--- config.mk ---
export PLATFORM = sky130hd
export DESIGN_NAME = move_tx
export DESIGN_NICKNAME = d
export VERILOG_FILES = /design/src/rtl/move_tx.sv
export SDC_FILE = /design/constraint.sdc
export NUM_CORES = 1
export LEC_CHECK = 0
export ABC_AREA = 1
export ABC_CLOCK_PERIOD_IN_PS = 4550
export BUFFER_PORTS_ARGS = -buffer_cell sky130_fd_sc_hd__buf_2
export CORE_ASPECT_RATIO = 1.4
export CORE_MARGIN = 2
export CORE_UTILIZATION = 50
export DETAILED_ROUTE_END_ITERATION = 8
export GPL_TIMING_DRIVEN = 1
export PLACE_DENSITY = 0.74
export REMOVE_ABC_BUFFERS = 1
export SYNTH_ARGS = -nofsm -noshare
export SYNTH_HDL_FRONTEND = slang
export SYNTH_SLANG_ARGS = --single-unit
--- constraint.sdc ---
create_clock -name clk -period 4.55 [get_ports clk]
set_input_delay 0.2275 -clock clk [delete_from_list [all_inputs] [get_ports clk]]
set_output_delay 0.2275 -clock clk [all_outputs]
set_load 0.01 [all_outputs]
--- src/rtl/move_tx.sv ---
// move_tx: validates a 1- or 2-stone Connect6 move and serialises it as a checksummed byte frame
// on a valid/ready stream. Define MOVE_TX_SEQ_EN to insert an 8-bit frame sequence byte after SYNC.
module move_tx #(
   parameter int         BOARD_SIZE = 19,
   parameter logic [7:0] SYNC_BYTE  = 8'hA5
) (
   input  logic       clk,
   input  logic       rst,
   input  logic       move_valid,
   output logic       move_ready,
   input  logic [1:0] stone_count,
   input  logic [5:0] x_1,
   input  logic [5:0] y_1,
   input  logic [5:0] x_2,
   input  logic [5:0] y_2,
   output logic [7:0] tx_data,
   output logic       tx_valid,
   input  logic       tx_ready,
   output logic       busy,
   output logic       err_move
);

   typedef enum logic [2:0] {
      S_IDLE,
      S_SYNC,
      S_SEQ,
      S_COUNT,
      S_COORD,
      S_CSUM
   } state_t;

   localparam logic [5:0] LIMIT = 6'(BOARD_SIZE);

   state_t     state_q, state_d;
   logic [1:0] cnt_q;
   logic [5:0] x1_q, y1_q, x2_q, y2_q;
   logic [1:0] idx_q;
   logic [1:0] idx_last;
   logic [7:0] csum_q;
   logic [7:0] coord_byte;
   logic       err_q;
   logic       accept;
   logic       xfer;
   logic       move_good;
`ifdef MOVE_TX_SEQ_EN
   logic [7:0] seq_q;
`endif

   // Second-stone fields only matter for a 2-stone move.
   function automatic logic move_ok(input logic [1:0] cnt,
                                    input logic [5:0] xa, input logic [5:0] ya,
                                    input logic [5:0] xb, input logic [5:0] yb);
      logic ok;
      ok = ((cnt == 2'd1) || (cnt == 2'd2)) && (xa < LIMIT) && (ya < LIMIT);
      if (cnt == 2'd2)
         ok = ok && (xb < LIMIT) && (yb < LIMIT) && !((xa == xb) && (ya == yb));
      return ok;
   endfunction

   assign accept    = move_valid && move_ready;
   assign xfer      = tx_valid && tx_ready;
   assign move_good = move_ok(stone_count, x_1, y_1, x_2, y_2);
   assign idx_last  = (cnt_q == 2'd2) ? 2'd3 : 2'd1;

   always_ff @(posedge clk or posedge rst) begin
      if (rst) state_q <= S_IDLE;
      else     state_q <= state_d;
   end

   always_comb begin
      state_d = state_q;
      case (state_q)
         S_IDLE:  if (accept && move_good) state_d = S_SYNC;
`ifdef MOVE_TX_SEQ_EN
         S_SYNC:  if (xfer) state_d = S_SEQ;
         S_SEQ:   if (xfer) state_d = S_COUNT;
`else
         S_SYNC:  if (xfer) state_d = S_COUNT;
`endif
         S_COUNT: if (xfer) state_d = S_COORD;
         S_COORD: if (xfer && (idx_q == idx_last)) state_d = S_CSUM;
         S_CSUM:  if (xfer) state_d = S_IDLE;
         default: state_d = S_IDLE;
      endcase
   end

   always_comb begin
      case (idx_q)
         2'd0:    coord_byte = {2'b00, x1_q};
         2'd1:    coord_byte = {2'b00, y1_q};
         2'd2:    coord_byte = {2'b00, x2_q};
         default: coord_byte = {2'b00, y2_q};
      endcase
   end

   // tx_data is a pure function of registered state, so it holds while stalled.
   always_comb begin
      move_ready = (state_q == S_IDLE);
      busy       = (state_q != S_IDLE);
      tx_valid   = (state_q != S_IDLE);
      err_move   = err_q;
      case (state_q)
         S_SYNC:  tx_data = SYNC_BYTE;
`ifdef MOVE_TX_SEQ_EN
         S_SEQ:   tx_data = seq_q;
`endif
         S_COUNT: tx_data = {6'b0, cnt_q};
         S_COORD: tx_data = coord_byte;
         S_CSUM:  tx_data = csum_q;
         default: tx_data = 8'h00;
      endcase
   end

   always_ff @(posedge clk) begin
      if (accept) begin
         cnt_q <= stone_count;
         x1_q  <= x_1;
         y1_q  <= y_1;
         x2_q  <= x_2;
         y2_q  <= y_2;
      end
   end

   always_ff @(posedge clk or posedge rst) begin
      if (rst) begin
         err_q  <= 1'b0;
         idx_q  <= 2'd0;
         csum_q <= 8'h00;
      end else begin
         err_q <= accept && !move_good;
         if (accept) begin
            idx_q  <= 2'd0;
            csum_q <= 8'h00;
         end else if (xfer) begin
            if (state_q == S_COORD)
               idx_q <= idx_q + 2'd1;
            if ((state_q == S_SEQ) || (state_q == S_COUNT) || (state_q == S_COORD))
               csum_q <= csum_q ^ tx_data;
         end
      end
   end

`ifdef MOVE_TX_SEQ_EN
   // Counts completed frames only; wraps naturally at 8 bits.
   always_ff @(posedge clk or posedge rst) begin
      if (rst)                             seq_q <= 8'h00;
      else if (xfer && (state_q == S_CSUM)) seq_q <= seq_q + 8'h01;
   end
`endif

endmodule

==> results_dict.tcl, run 1 <==
set metrics [dict create \
    status "finished with violations" \
    failed_checks "design-rule violations" \
    gp_congestion 0.920 \
    die_area_mm2 0.00476 \
    via_per_inst 5.17 \
    period_share 0.450 \
    fill_cells 369 \
    nets 320 \
    start_util 0.529 \
    cts_max_level 2 \
    synth_warnings 0 \
    crit_family "flip-flops" \
    layout_commonest_cell "nand2_1" \
    clk_pin_slew_ns 0.08 \
    grt_pass1_vias 1606 \
    cp_data_required_time_ns 4.32 \
    cts_tree "built" \
    avgSynthCellArea_um2 8.83 \
    yosysTopAreaCellShare 0.370 \
    synth_cell_types 27 \
    syn-cell-area_mm2 0.00211 \
    dpl.hpwl_um 3330 \
    worst_pin_slew_ns 0.949 \
    grt_pass1_wl_um 7020 \
    grtUsageTotal 0.201 \
    wl_per_cell_um 13.0 \
    grt-ovfl-total 0 \
    final_cell_mix "nand2_1 (71), buf_2 (41), inv_1 (28)" \
    tns_ns 0 \
    cp_num_buf_inv 2 \
    cp-start-kind "flip-flop" \
    grt_max_degree 29 \
    port_buffers 41 \
    skew_ns 0.00610 \
    power_density_mw_per_mm2 517 \
    cap_violations 0 \
    drive_gt1_frac 0.196 \
    rsz0062_at_grt "false" \
    cts_num_sinks 40 \
    ys_top_cells_by_area "edfxtp_1 (37%), dfrtp_1 (17%), nand2_1 (13%)" \
    wl_um 4290 \
    setup_viol 0 \
    regArea_mm2 0.00113 \
    critPathMaxStageDelay_ns 0.42 \
    finalCriticalPeriod_ns 2.05 \
    die_h_um 80.9 \
    final_antenna_net_count 0 \
    io_pins 42 \
    cts-buffers-inserted 5 \
    synth_largest_area_cell "edfxtp_1" \
    end_kind "primary output" \
    clockBufferDepth 2 \
    vias 1701 \
    slew_headroom 0.367 \
    ys_seq_elements 40 \
    arrival_ns 1.82 \
    clock_latency_ns 0.29 \
    cts_root_buf "clkbuf_8" \
    synth_cells 239 \
    path_class "flip-flop to primary output" \
    slowest_stage "dfrtp_1" \
    maxSlewViolCount 0 \
    antenna_cells 0 \
    syn_to_final_growth_pct 16.5 \
    postCtsSetupRepairBufs 0 \
    synthFlopType "edfxtp_1" \
    path_common_cell "nand2_1" \
    route.detailed.drc 4 \
    antenna_found_initial 0 \
    hold_viol 0 \
    leakagePower_nw 1.21 \
    worstPathCellList "inv_1, ha_1, nand2_1, a31oi_1, o21ai_0, nand2_1, buf_2" \
    first_pass_iters 6 \
    coreArea_mm2 0.00399 \
    clock.fmax_mhz 488 \
    synth_seq_area_share 0.536 \
    min_path_type "input port to flip-flop" \
    final_core_util 0.617 \
    path_max_fanout 6 \
    dr.first_iter.drc_count 109 \
    multi_input_area_um2 832 \
    asyncSetResetFlopFracSynth 0.350 \
    die_w_um 58.9 \
    synth_edf_count 26 \
    peakVddDrop_uv 177 \
    rows 27 \
]
==> stage by stage <==
stage	total power [mW]	cell area (µm²)	setup slack [ns]	std cells	hold slack [ns]
after floorplan	0.852	2080	2.77	236	0.117
after global placement	0.990	2340	2.59	320	0.297
after detailed placement	0.997	2340	2.56	320	0.301
after CTS	1.27	2460	2.50	329	0.133
after global routing	1.36	2460	2.31	329	0.127
final	1.27	2460	2.50	329	0.137
==> cells in the mapped netlist (4+ instances only) <==
library cell and number:
a31oi_1 4, o21ai_0 13, nor2_1 17, ha_1 5
a21oi_1 15, nor3_1 4, edfxtp_1 26, xnor2_1 5
dfrtp_1 14, nand2_1 71, nand3_1 16, inv_1 28
==> routing by layer <==
metal  up-vias  GRT usage  share of wire
li1        876          -              -
met1       766      0.226           0.41
met2        49      0.350           0.52
met3        10     0.0430          0.040
met4         0      0.102          0.029
met5         -          0              0
==> final timing paths <==
path,from,endpoint,slack (ns),cells past startpoint
min in group asynchronous,rst,csum_q[4],0.51,3
setup / recovery,idx_q[0],tx_data[2],2.50,7
hold reg to reg,csum_q[6],csum_q[6],0.47,2
setup reg to reg,state_q[2],y1_q[4],2.56,5
max in group asynchronous,rst,idx_q[1],3.68,3
hold / removal,stone_count[0],cnt_q[0],0.14,1
==> registers in the layout, summed over array words and instances (netlist names) <==
register,count
cnt_q,2
err_move,1
idx_q,2
y1_q,6
x2_q,6
y2_q,6
state_q,3
x1_q,6
csum_q,8
==> cell families (layout without fill, tap and decap cells) <==
family | Yosys count | in the layout | synth area share
flip-flops | 40 | 40 | 0.536
XOR/XNOR | 6 | 6 | 0.0249
AO/OA/AOI/OAI | 38 | 38 | 0.104
buffers and inverters | 34 | 81 | 0.0694
AND/OR/NAND/NOR | 116 | 116 | 0.235
adder cells (fa/ha/maj) | 5 | 5 | 0.0297
==> report_power, final <==
group	leakage, nW	switching [mW]	internal, mW
Clock	0.0532	0.117	0.160
Combinational	0.729	0.290	0.157
Sequential	0.424	0.0560	0.491
Total	1.21	0.463	0.808
==> repair_timing <==
item,4_1_cts,5_1_grt
hold buffers,1,0
hold endpoints to repair,14,0
resized for setup,0,0
==> cell type report <==
class	count	area share
well taps	43	0.0219
flip-flops and latches	40	0.460
inverters	31	0.0489
clock buffers	5	0.0280
repair buffers	42	0.0875
multi-input cells	165	0.338
clock inverters	3	0.0153
No activity file was read; power rests on OpenSTA's default activity.
==> run 2, diff against run 1 <==
ABC_CLOCK_PERIOD_IN_PS = 1700   (was 4550)
CORE_UTILIZATION = 49   (was 50)
PLACE_DENSITY = 0.75   (was 0.74)
clock period = 1.7 ns   (was 4.55 ns; I/O delays follow)
==> results_dict.tcl, run 2 (synthesis results as in run 1) <==
set metrics [dict create \
    final_cells 351 \
    clkPwrFrac 0.193 \
    path_max_fanout 6 \
    port_buffers 41 \
    grt-ovfl-total 0 \
    maxSlewViolCount 0 \
    dpl.hpwl_um 3580 \
    drive_gt1_frac 0.297 \
    final_antenna_net_count 0 \
    highest_layer "met4" \
    final_cell_mix "nand2_1 (67), buf_2 (41), inv_1 (26), edfxtp_1 (26)" \
    cts_max_level 2 \
    dr_wl_met3_um 175 \
    min_path_type "input port to flip-flop" \
    wl_per_cell_um 13.9 \
    rr_endpoint "csum_q[2]" \
    rsz0062_at_grt "true" \
    layout_commonest_cell "nand2_1" \
    failed_checks "negative setup slack" \
    leakagePower_nw 1.32 \
    io_pins 42 \
    period_share 1.02 \
    setup_viol 5 \
    cts_num_sinks 40 \
    cp_num_buf_inv 2 \
    die_h_um 81.6 \
    clockBufferDepth 2 \
    die_w_um 59.5 \
    cts_root_buf "clkbuf_8" \
    worst_pin_slew_ns 0.548 \
    power_density_mw_per_mm2 1400 \
    reg2reg_depth 9 \
    coreArea_mm2 0.00417 \
    antenna_found_initial 0 \
    finalWorstSetupSlack_ns -0.0369 \
    largest_register "csum_q" \
    cp-start-kind "flip-flop" \
    hold_viol 0 \
    rows 28 \
    peakVddDrop_uv 655 \
    die_area_mm2 0.00485 \
    p_int_mw 2.45 \
    skew_ns 0.00311 \
    finalCriticalPeriod_ns 1.74 \
    largest_register_ff_count 8 \
    grt_pass1_vias 1725 \
    p_sw_mw 1.45 \
    cts_tree "built" \
    end_kind "primary output" \
    clk_pin_slew_ns 0.07 \
    p_sw_frac 0.371 \
    place_inst 326 \
    route.detailed.drc 0 \
    grtUsageTotal 0.213 \
    syn_to_final_growth_pct 31.9 \
    arrival_ns 1.65 \
    first_pass_iters 4 \
    clock_latency_ns 0.29 \
    worstPathCellList "inv_4, ha_4, a21oi_1, a31oi_1, o21ai_1, nand2_1, buf_2" \
    wl_um 4890 \
    nets 340 \
    clock.fmax_mhz 576 \
    cp_data_required_time_ns 1.62 \
    dpl_worst_slack_ns -0.0639 \
    gp_congestion 0.940 \
    critPathMaxStageDelay_ns 0.47 \
    crit_family "flip-flops" \
    cts-buffers-inserted 5 \
    cap_violations 0 \
    via_per_inst 5.17 \
    rrSetupSlack_ns 0.06 \
    cp_num_cells 7 \
    crit_start "idx_q[0]" \
    final_core_util 0.667 \
    grt_pass1_wl_um 7650 \
    r2r_start "idx_q[0]" \
    grt_max_degree 29 \
    p_seq_frac 0.384 \
    slew_headroom 0.634 \
    endpoint "tx_data[4]" \
    vias 1816 \
    dr.first_iter.drc_count 101 \
    wl_met1_um 1950 \
    slowest_stage "dfrtp_2" \
    met2_length_um 2630 \
    place_area_mm2 0.00239 \
    combPwrFrac 0.423 \
    start_util 0.506 \
    antenna_cells 0 \
    final_area_mm2 0.00278 \
    status "finished with violations" \
    whs_ns 0.00849 \
    path_class "flip-flop to primary output" \
]
-- run 2: changes by cell type in the layout (fill, tap and decap cells not counted), sizes merged --
cell         before  now
buf              41   54
clkbuf            5    6
clkinv            3    2
dlygate4sd3       1    8
-- run 2: routing by layer --
layer | vias to the layer above | global-route usage
met4 | 0 | 0.0977
met5 | - | 0
met2 | 50 | 0.388
met1 | 832 | 0.242
li1 | 921 | -
met3 | 13 | 0.0283
-- run 2: per-stage QoR --
stage               TNS, ns  total power, mW
floorplan             -2.06             2.28
global placement    -0.0326             2.72
detailed placement  -0.0856             2.75
CTS                       0             3.81
global route         -0.636             4.12
finish               -0.120             3.90
-- run 2: power groups by stage --
stage               Clock (mW)  Sequential, mW  Combinational (mW)
floorplan                    0            1.44               0.841
global placement             0            1.47                1.25
detailed placement           0            1.48                1.27
CTS                      0.757            1.48                1.57
global route             0.788            1.52                1.81
finish                   0.753            1.50                1.65
-- run 2: what timing repair did --
action	4_1_cts	5_1_grt
pin swaps	8	7
setup endpoints to repair	9	12
cloned	0	0
endpoints found under the hold margin	21	0
resized for setup	27	8
hold buffers	8	0
setup buffers	9	0
-- run 2: cell type report --
cell class	instances	area, µm²
clock buffers	6	72.6
flip-flops and latches	40	1130
fillers	323	1390
inverters	31	123
clock inverters	2	35.0
well taps	45	56.3
multi-input cells	165	963
repair buffers	62	399
-- run 2: worst min path at each step --
stage	from	endpoint	slack, ns	cells after the start
4_1_cts	y_1[2]	y1_q[2]	0.006	1
5_1_grt	y_2[3]	y2_q[3]	0.008	1
6_report	y_2[3]	y2_q[3]	0.008	1
3_5_place_dp	rst	csum_q[3]	0.16	2
3_3_place_gp	rst	csum_q[1]	0.16	2
2_1_floorplan	rst	csum_q[0]	-0.03	1
